===== src/rtl/front_panel_seq_pkg.sv =====
// Shared opcodes, state/command encodings and jam tables for the Altair front-panel sequencer.
package front_panel_seq_pkg;

   localparam logic [7:0] OP_JMP = 8'hC3;
   localparam logic [7:0] OP_NOP = 8'h00;

   typedef enum logic [1:0] {IDLE, JAM, FETCH_WAIT, WRITE} state_t;

   typedef enum logic [2:0] {C_RESET, C_EXAM, C_EXAM_NEXT, C_DEP, C_DEP_NEXT} cmd_t;

   function automatic logic [1:0] jam_len(input cmd_t c);
      case (c)
         C_RESET, C_EXAM:         return 2'd3;
         C_EXAM_NEXT, C_DEP_NEXT: return 2'd1;
         default:                 return 2'd0;
      endcase
   endfunction

   // JMP-based commands jam a three-byte jump; the *_NEXT commands jam a single NOP.
   function automatic logic [7:0] jam_byte(input cmd_t c, input logic [1:0] idx,
                                           input logic [7:0] lo, input logic [7:0] hi,
                                           input logic [15:0] vec);
      logic [7:0] b;
      b = OP_NOP;
      if (c == C_RESET || c == C_EXAM) begin
         case (idx)
            2'd0:    b = OP_JMP;
            2'd1:    b = (c == C_RESET) ? vec[7:0]  : lo;
            default: b = (c == C_RESET) ? vec[15:8] : hi;
         endcase
      end
      return b;
   endfunction

endpackage


===== src/rtl/front_panel_seq_if.sv =====
// Panel/CPU-side signal bundle of the front-panel sequencer; master drives the panel and CPU status.
interface front_panel_seq_if;
   logic       pause;
   logic       cmd_reset;
   logic       cmd_exam;
   logic       cmd_exam_next;
   logic       cmd_dep;
   logic       cmd_dep_next;
   logic [7:0] sw_lo;
   logic [7:0] sw_hi;
   logic       cpu_ce_slot;
   logic       cpu_rd;
   logic       cpu_fetch;
   logic       jam_en;
   logic [7:0] jam_data;
   logic       step_ce;
   logic       dep_we;
   logic [7:0] dep_data;
   logic       busy;
   logic       err;

   modport master (
      output pause, cmd_reset, cmd_exam, cmd_exam_next, cmd_dep, cmd_dep_next,
             sw_lo, sw_hi, cpu_ce_slot, cpu_rd, cpu_fetch,
      input  jam_en, jam_data, step_ce, dep_we, dep_data, busy, err
   );

   modport slave (
      input  pause, cmd_reset, cmd_exam, cmd_exam_next, cmd_dep, cmd_dep_next,
             sw_lo, sw_hi, cpu_ce_slot, cpu_rd, cpu_fetch,
      output jam_en, jam_data, step_ce, dep_we, dep_data, busy, err
   );
endinterface


===== src/rtl/front_panel_seq.sv =====
// Front-panel command sequencer: jams opcodes, single-steps the CPU to the next fetch and issues panel writes.
// Commands accepted only when idle and paused; busy from the cycle after acceptance, aborted on timeout or run.
module front_panel_seq
   import front_panel_seq_pkg::*;
#(
   parameter logic [7:0]  TIMEOUT   = 8'd255,
   parameter logic [15:0] RESET_VEC = 16'h0000
) (
   input  logic             clk,
   input  logic             reset,
   front_panel_seq_if.slave fp
);

   state_t     state;
   cmd_t       cmd_q;
   logic [1:0] idx;
   logic [7:0] tmo_cnt;
   logic [7:0] sw_lo_q;
   logic [7:0] sw_hi_q;
   logic       jam_en_q;
   logic       dep_we_q;
   logic [7:0] dep_data_q;
   logic       busy_q;
   logic       err_q;

   logic       cmd_any;
   cmd_t       cmd_sel;
   logic       rd_slot;
   logic       fetch_slot;
   logic       tmo_hit;

   always_comb begin
      cmd_any = 1'b1;
      cmd_sel = C_RESET;
      if (fp.cmd_reset)          cmd_sel = C_RESET;
      else if (fp.cmd_exam)      cmd_sel = C_EXAM;
      else if (fp.cmd_exam_next) cmd_sel = C_EXAM_NEXT;
      else if (fp.cmd_dep)       cmd_sel = C_DEP;
      else if (fp.cmd_dep_next)  cmd_sel = C_DEP_NEXT;
      else                       cmd_any = 1'b0;
   end

   assign rd_slot    = fp.cpu_rd & fp.cpu_ce_slot;
   assign fetch_slot = fp.cpu_fetch & fp.cpu_ce_slot;
   assign tmo_hit    = (tmo_cnt == TIMEOUT - 8'd1);

   always_ff @(posedge clk or posedge reset) begin
      if (reset) begin
         state      <= IDLE;
         cmd_q      <= C_RESET;
         idx        <= 2'd0;
         tmo_cnt    <= 8'd0;
         sw_lo_q    <= 8'd0;
         sw_hi_q    <= 8'd0;
         jam_en_q   <= 1'b0;
         dep_we_q   <= 1'b0;
         dep_data_q <= 8'd0;
         busy_q     <= 1'b0;
         err_q      <= 1'b0;
      end else begin
         dep_we_q <= 1'b0;
         case (state)
            IDLE: begin
               if (fp.pause && cmd_any) begin
                  cmd_q   <= cmd_sel;
                  sw_lo_q <= fp.sw_lo;
                  sw_hi_q <= fp.sw_hi;
                  err_q   <= 1'b0;
                  tmo_cnt <= 8'd0;
                  idx     <= 2'd0;
                  busy_q  <= 1'b1;
                  if (cmd_sel == C_DEP) begin
                     state      <= WRITE;
                     dep_we_q   <= 1'b1;
                     dep_data_q <= fp.sw_lo;
                  end else begin
                     state    <= JAM;
                     jam_en_q <= 1'b1;
                  end
               end
            end
            default: begin
               tmo_cnt <= tmo_cnt + 8'd1;
               // Timeout and a return to run mode both abandon the command without writing.
               if (tmo_hit || !fp.pause) begin
                  state    <= IDLE;
                  busy_q   <= 1'b0;
                  jam_en_q <= 1'b0;
                  if (tmo_hit) err_q <= 1'b1;
               end else begin
                  case (state)
                     JAM: begin
                        if (rd_slot) begin
                           if (idx == jam_len(cmd_q) - 2'd1) begin
                              state    <= FETCH_WAIT;
                              jam_en_q <= 1'b0;
                           end else begin
                              idx <= idx + 2'd1;
                           end
                        end
                     end
                     FETCH_WAIT: begin
                        if (fetch_slot) begin
                           if (cmd_q == C_DEP_NEXT) begin
                              state      <= WRITE;
                              dep_we_q   <= 1'b1;
                              dep_data_q <= sw_lo_q;
                           end else begin
                              state  <= IDLE;
                              busy_q <= 1'b0;
                           end
                        end
                     end
                     default: begin
                        state  <= IDLE;
                        busy_q <= 1'b0;
                     end
                  endcase
               end
            end
         endcase
      end
   end

   // Clock enable follows the free-running slot only while stepping; run-mode enable lives at top level.
   assign fp.step_ce  = (state == JAM || state == FETCH_WAIT) && fp.pause && fp.cpu_ce_slot;
   assign fp.jam_en   = jam_en_q;
   assign fp.jam_data = jam_en_q ? jam_byte(cmd_q, idx, sw_lo_q, sw_hi_q, RESET_VEC) : 8'h00;
   assign fp.dep_we   = dep_we_q;
   assign fp.dep_data = dep_data_q;
   assign fp.busy     = busy_q;
   assign fp.err      = err_q;

endmodule


===== src/flat_wrapper.sv =====
// flat-port wrapper written by rule: the top's interface ports become plain ports
module front_panel_seq_flat import front_panel_seq_pkg::*;
#(
   parameter logic [7:0]  TIMEOUT   = 8'd255,
   parameter logic [15:0] RESET_VEC = 16'h0000
)
  (clk, reset, fp_pause, fp_cmd_reset, fp_cmd_exam, fp_cmd_exam_next, fp_cmd_dep, fp_cmd_dep_next, fp_sw_lo, fp_sw_hi, fp_cpu_ce_slot, fp_cpu_rd, fp_cpu_fetch, fp_jam_en, fp_jam_data, fp_step_ce, fp_dep_we, fp_dep_data, fp_busy, fp_err);
  front_panel_seq_if fp_i ();
  input  logic clk;
  input  logic reset;
  input wire logic [$bits(fp_i.pause)-1:0] fp_pause;
  input wire logic [$bits(fp_i.cmd_reset)-1:0] fp_cmd_reset;
  input wire logic [$bits(fp_i.cmd_exam)-1:0] fp_cmd_exam;
  input wire logic [$bits(fp_i.cmd_exam_next)-1:0] fp_cmd_exam_next;
  input wire logic [$bits(fp_i.cmd_dep)-1:0] fp_cmd_dep;
  input wire logic [$bits(fp_i.cmd_dep_next)-1:0] fp_cmd_dep_next;
  input wire logic [$bits(fp_i.sw_lo)-1:0] fp_sw_lo;
  input wire logic [$bits(fp_i.sw_hi)-1:0] fp_sw_hi;
  input wire logic [$bits(fp_i.cpu_ce_slot)-1:0] fp_cpu_ce_slot;
  input wire logic [$bits(fp_i.cpu_rd)-1:0] fp_cpu_rd;
  input wire logic [$bits(fp_i.cpu_fetch)-1:0] fp_cpu_fetch;
  output wire logic [$bits(fp_i.jam_en)-1:0] fp_jam_en;
  output wire logic [$bits(fp_i.jam_data)-1:0] fp_jam_data;
  output wire logic [$bits(fp_i.step_ce)-1:0] fp_step_ce;
  output wire logic [$bits(fp_i.dep_we)-1:0] fp_dep_we;
  output wire logic [$bits(fp_i.dep_data)-1:0] fp_dep_data;
  output wire logic [$bits(fp_i.busy)-1:0] fp_busy;
  output wire logic [$bits(fp_i.err)-1:0] fp_err;
  assign fp_i.pause = fp_pause;
  assign fp_i.cmd_reset = fp_cmd_reset;
  assign fp_i.cmd_exam = fp_cmd_exam;
  assign fp_i.cmd_exam_next = fp_cmd_exam_next;
  assign fp_i.cmd_dep = fp_cmd_dep;
  assign fp_i.cmd_dep_next = fp_cmd_dep_next;
  assign fp_i.sw_lo = fp_sw_lo;
  assign fp_i.sw_hi = fp_sw_hi;
  assign fp_i.cpu_ce_slot = fp_cpu_ce_slot;
  assign fp_i.cpu_rd = fp_cpu_rd;
  assign fp_i.cpu_fetch = fp_cpu_fetch;
  assign fp_jam_en = fp_i.jam_en;
  assign fp_jam_data = fp_i.jam_data;
  assign fp_step_ce = fp_i.step_ce;
  assign fp_dep_we = fp_i.dep_we;
  assign fp_dep_data = fp_i.dep_data;
  assign fp_busy = fp_i.busy;
  assign fp_err = fp_i.err;
  front_panel_seq #(.TIMEOUT(TIMEOUT), .RESET_VEC(RESET_VEC)) u_core (.clk(clk), .reset(reset), .fp(fp_i));
endmodule

===== config.mk =====
export PLATFORM = sky130hd
export DESIGN_NAME = front_panel_seq_flat
export DESIGN_NICKNAME = d
export VERILOG_FILES = /design/src/rtl/front_panel_seq_pkg.sv /design/src/rtl/front_panel_seq_if.sv /design/src/rtl/front_panel_seq.sv /design/src/flat_wrapper.sv
export SDC_FILE = /design/constraint.sdc
export NUM_CORES = 1
export LEC_CHECK = 0
export ABC_AREA = 1
export ABC_CLOCK_PERIOD_IN_PS = 4200
export BUFFER_PORTS_ARGS = -buffer_cell sky130_fd_sc_hd__buf_4
export CAP_MARGIN = 0
export CORE_ASPECT_RATIO = 1.2
export CORE_MARGIN = 2
export CORE_UTILIZATION = 35
export CTS_BUF_LIST = sky130_fd_sc_hd__clkbuf_8
export DETAILED_ROUTE_END_ITERATION = 8
export PLACE_DENSITY = 0.59
export SLEW_MARGIN = 25
export SYNTH_ARGS = -nofsm -noshare
export SYNTH_HDL_FRONTEND = slang
export SYNTH_SLANG_ARGS = --single-unit
export TNS_END_PERCENT = 20

===== constraint.sdc =====
create_clock -name clk -period 4.2 [get_ports clk]
set_clock_uncertainty 0.15 [all_clocks]
set_input_delay 1.05 -clock clk [delete_from_list [all_inputs] [get_ports clk]]
set_output_delay 1.05 -clock clk [all_outputs]
set_load 0.1 [all_outputs]

==> reports/qor.yml <==
critPathMaxFanout: 6
fmax_mhz: 319.0
die_height_um: 94.95
synth_compound_gate_area_share_pct: 13.43
layout_common_cells: "93 x nand2_1, 50 x buf_4, 43 x dfrtp_1, 41 x inv_1, 19 x nor2_1"
power_leakage_nw: 1.520
avgViaCountPerCell: 4.602
fin_setup_tns_ns: 0
wirelength_mm: 5.224
syn_area_per_cell_um2: 7.658
gp_congestion: 0.8908
cts_hold_buf: 0
worst_slew_pin_slew_ns: 0.4401
port_buffers: 47
hold_depth: 2
dr_wl_met2_mm: 2.612
clk_latency_ns: 0.30
drc_errors: 0
cp-start-kind: "flop"
dr.pass1.iters: 6
synth.mux.area_fraction_pct: 0
synthSimpleGateAreaFrac_pct: 26.92
top_layer: "met4"
io_pins: 48
max_slew_margin_pct: 70.66
cts_setup_buffers: 0
rsz0062_at_grt: "no"
synth_nets: 350
nNetsFinal: 398
diodes: 0
synth-xor-area-share_pct: 0.7261
cts_tree: "built"
gr-total-overflow: 0
rows: 33
crit_start: "u_core.idx[1]$_DFFE_PP0P_"
r2r_cells: 9
synth_seq_cells: 43
place_ws_ns: 1.390
drv_slew: 0
min_path_type: "reg -> reg"
ys_seq_area_share_pct: 44.61
max_stage_delay_ns: 0.38
htree_levels: 2
crit_top_cell: "inv_1"
ys_warn_count: 0
synthToLayoutAreaGrowth_pct: 21.94
async_flop_share_pct: 100.0
wirelength_met1_mm: 2.343
first_global_vias: 2048
fillers: 713
track_usage_pct: 15.49
finalSetupViolations: 0
synth.distinct_cells: 31
synthCells: 315
arrival_ns: 1.93
power_density_nw_per_um2: 839.3
dr.first_iter.drc_count: 74
ctsResizeCount: 0
start_util_pct: 35.62
reg2reg_from: "u_core.state[1]$_DFFE_PP0P_"
synth_fa_ha_area_share_pct: 4.149
antenna_found_initial: 0
hpwl_mm: 4.042
cts_buffers: 5
fin_crit_sh_pct: 74.64
ir_worst_vdd_uv: 512.3
clkTransAtPathRegs_ns: 0.08
crit_type: "reg -> out"
synth_top_family_by_area: "simple AND/OR/NAND/NOR gates"
min_period_ns: 3.135
grt_pass1_wl_mm: 9.246
cts_num_sinks: 43
final_common_cell: "nand2_1"
critPathSlowestCell: "dfrtp_1"
dieArea_um2: 7575
status: "complete, no violations"
ant_nets: 0
vias: 2071
cp-end-kind: "primary output"
ys.flop_type: "dfrtp_1"
grt_max_degree: 28
setup_ws_ns: 1.065
hold_violations: 0
drt-wirelength-per-cell_um: 11.61
drive_gt1_share_pct: 23.14
crit_chain: "inv_1 -> ha_1 -> nor2_1 -> inv_1 -> a21oi_1 -> nor3_1 -> buf_4"
syn-cell-area_um2: 2412
cts_max_path_buffers: 2
core_area_um2: 6771
cp.required_ns: 3.00
wl_met3_um: 183
cts-root-buf: "clkbuf_8"
die_x_um: 79.79
drv_cap: 0
synth_edf_count: 0
hold_path.startpoint: "u_core.sw_hi_q[1]$_DFFE_PP0P_"
## cells by family after synthesis
group           count (synthesis)
simple gates                  150
buf+inv                        58
compound gates                 54
flops                          43
fa+ha+maj                       8
xor+xnor                        2
## cell type report
class                   instances  area, um^2  area share (%)
inverters                      49       187.7           6.380
multi-input cells             214        1091           37.09
clock buffers                   5       68.82           2.339
well taps                      87       108.9           3.701
repair buffers                 50       375.4           12.76
clock inverters                 2       33.78           1.148
flip-flops and latches         43        1076           36.58
## metrics by stage
stage                     utilization [%]  area [um^2]  instances  power [mW]  hold WS, ns
after floorplan                         -         2412        315       1.861       0.2919
after global placement              41.93         2839        443       2.149       0.3089
after detailed placement            41.93         2839        443       2.171       0.3123
after CTS                           43.44         2942        450       2.492       0.3355
after global routing                43.44         2942        450       2.668       0.3661
final                               43.44         2942        450       2.469       0.3281
## state kept, by name, summed over array words and instances, names as in the netlist
signal / flops
u_core.cmd_q: 3
u_core.fp.busy: 1
u_core.fp.dep_data: 8
u_core.fp.dep_we: 1
u_core.fp.err: 1
u_core.fp.jam_en: 1
u_core.idx: 2
u_core.state: 2
u_core.sw_hi_q: 8
u_core.sw_lo_q: 8
u_core.tmo_cnt: 8
## Yosys cell counts (2+ instances only)
cell type  count  share of area, %
nand2_1       93                14
dfrtp_1       43                45
inv_1         40               6.2
nor2_1        19               3.0
o21ai_1       16               3.3
nand3_1       15               3.1
o21ai_0       12               2.5
a21oi_1       11               2.3
ha_1           8               4.1
o21ai_2        8               2.9
inv_2          6              0.93
nand2_2        6               1.6
nand4_1        5               1.3
nor3_1         5               1.0
a22oi_1        4               1.2
buf_2          4              0.83
clkbuf_1       3              0.47
nor2_2         2              0.52
nor2_4         2              0.93
xor2_1         2              0.73
## layer usage
metal  up-vias  GRT usage, %
met5         -             0
met4         0         5.367
met3         6         2.868
met2        29         25.84
met1       948         20.17
li1       1088             -
## critical path, delay by kind of cell (launching register included)
family                     cells  cell delay (ns)
buffers and inverters          3             0.57
AOI/OAI and AO/OA              1             0.05
adders and majority gates      1             0.27
DFF                            1             0.38
and+or+nand+nor                2             0.36
## power by group
group	switching (mW)	leakage [nW]	internal (mW)
combinational	1.09	0.924	0.364
sequential	0.125	0.541	0.577
clock	0.141	0.0554	0.172
total	1.36	1.52	1.11
## final timing paths
kind                                                          end  slack [ns]
worst max-delay path                               fp_jam_data[1]        1.07
worst min-delay path                u_core.sw_hi_q[1]$_DFFE_PP0P_        0.33
worst max register to register  u_core.fp.dep_data[2]$_DFFE_PP0P_        1.89
worst min register to register      u_core.sw_hi_q[1]$_DFFE_PP0P_        0.33
max in group asynchronous             u_core.cmd_q[0]$_DFFE_PP0P_        2.73
min in group asynchronous           u_core.tmo_cnt[3]$_DFFE_PP0P_        0.59
Note: power is estimated with default switching activity, not from simulation.
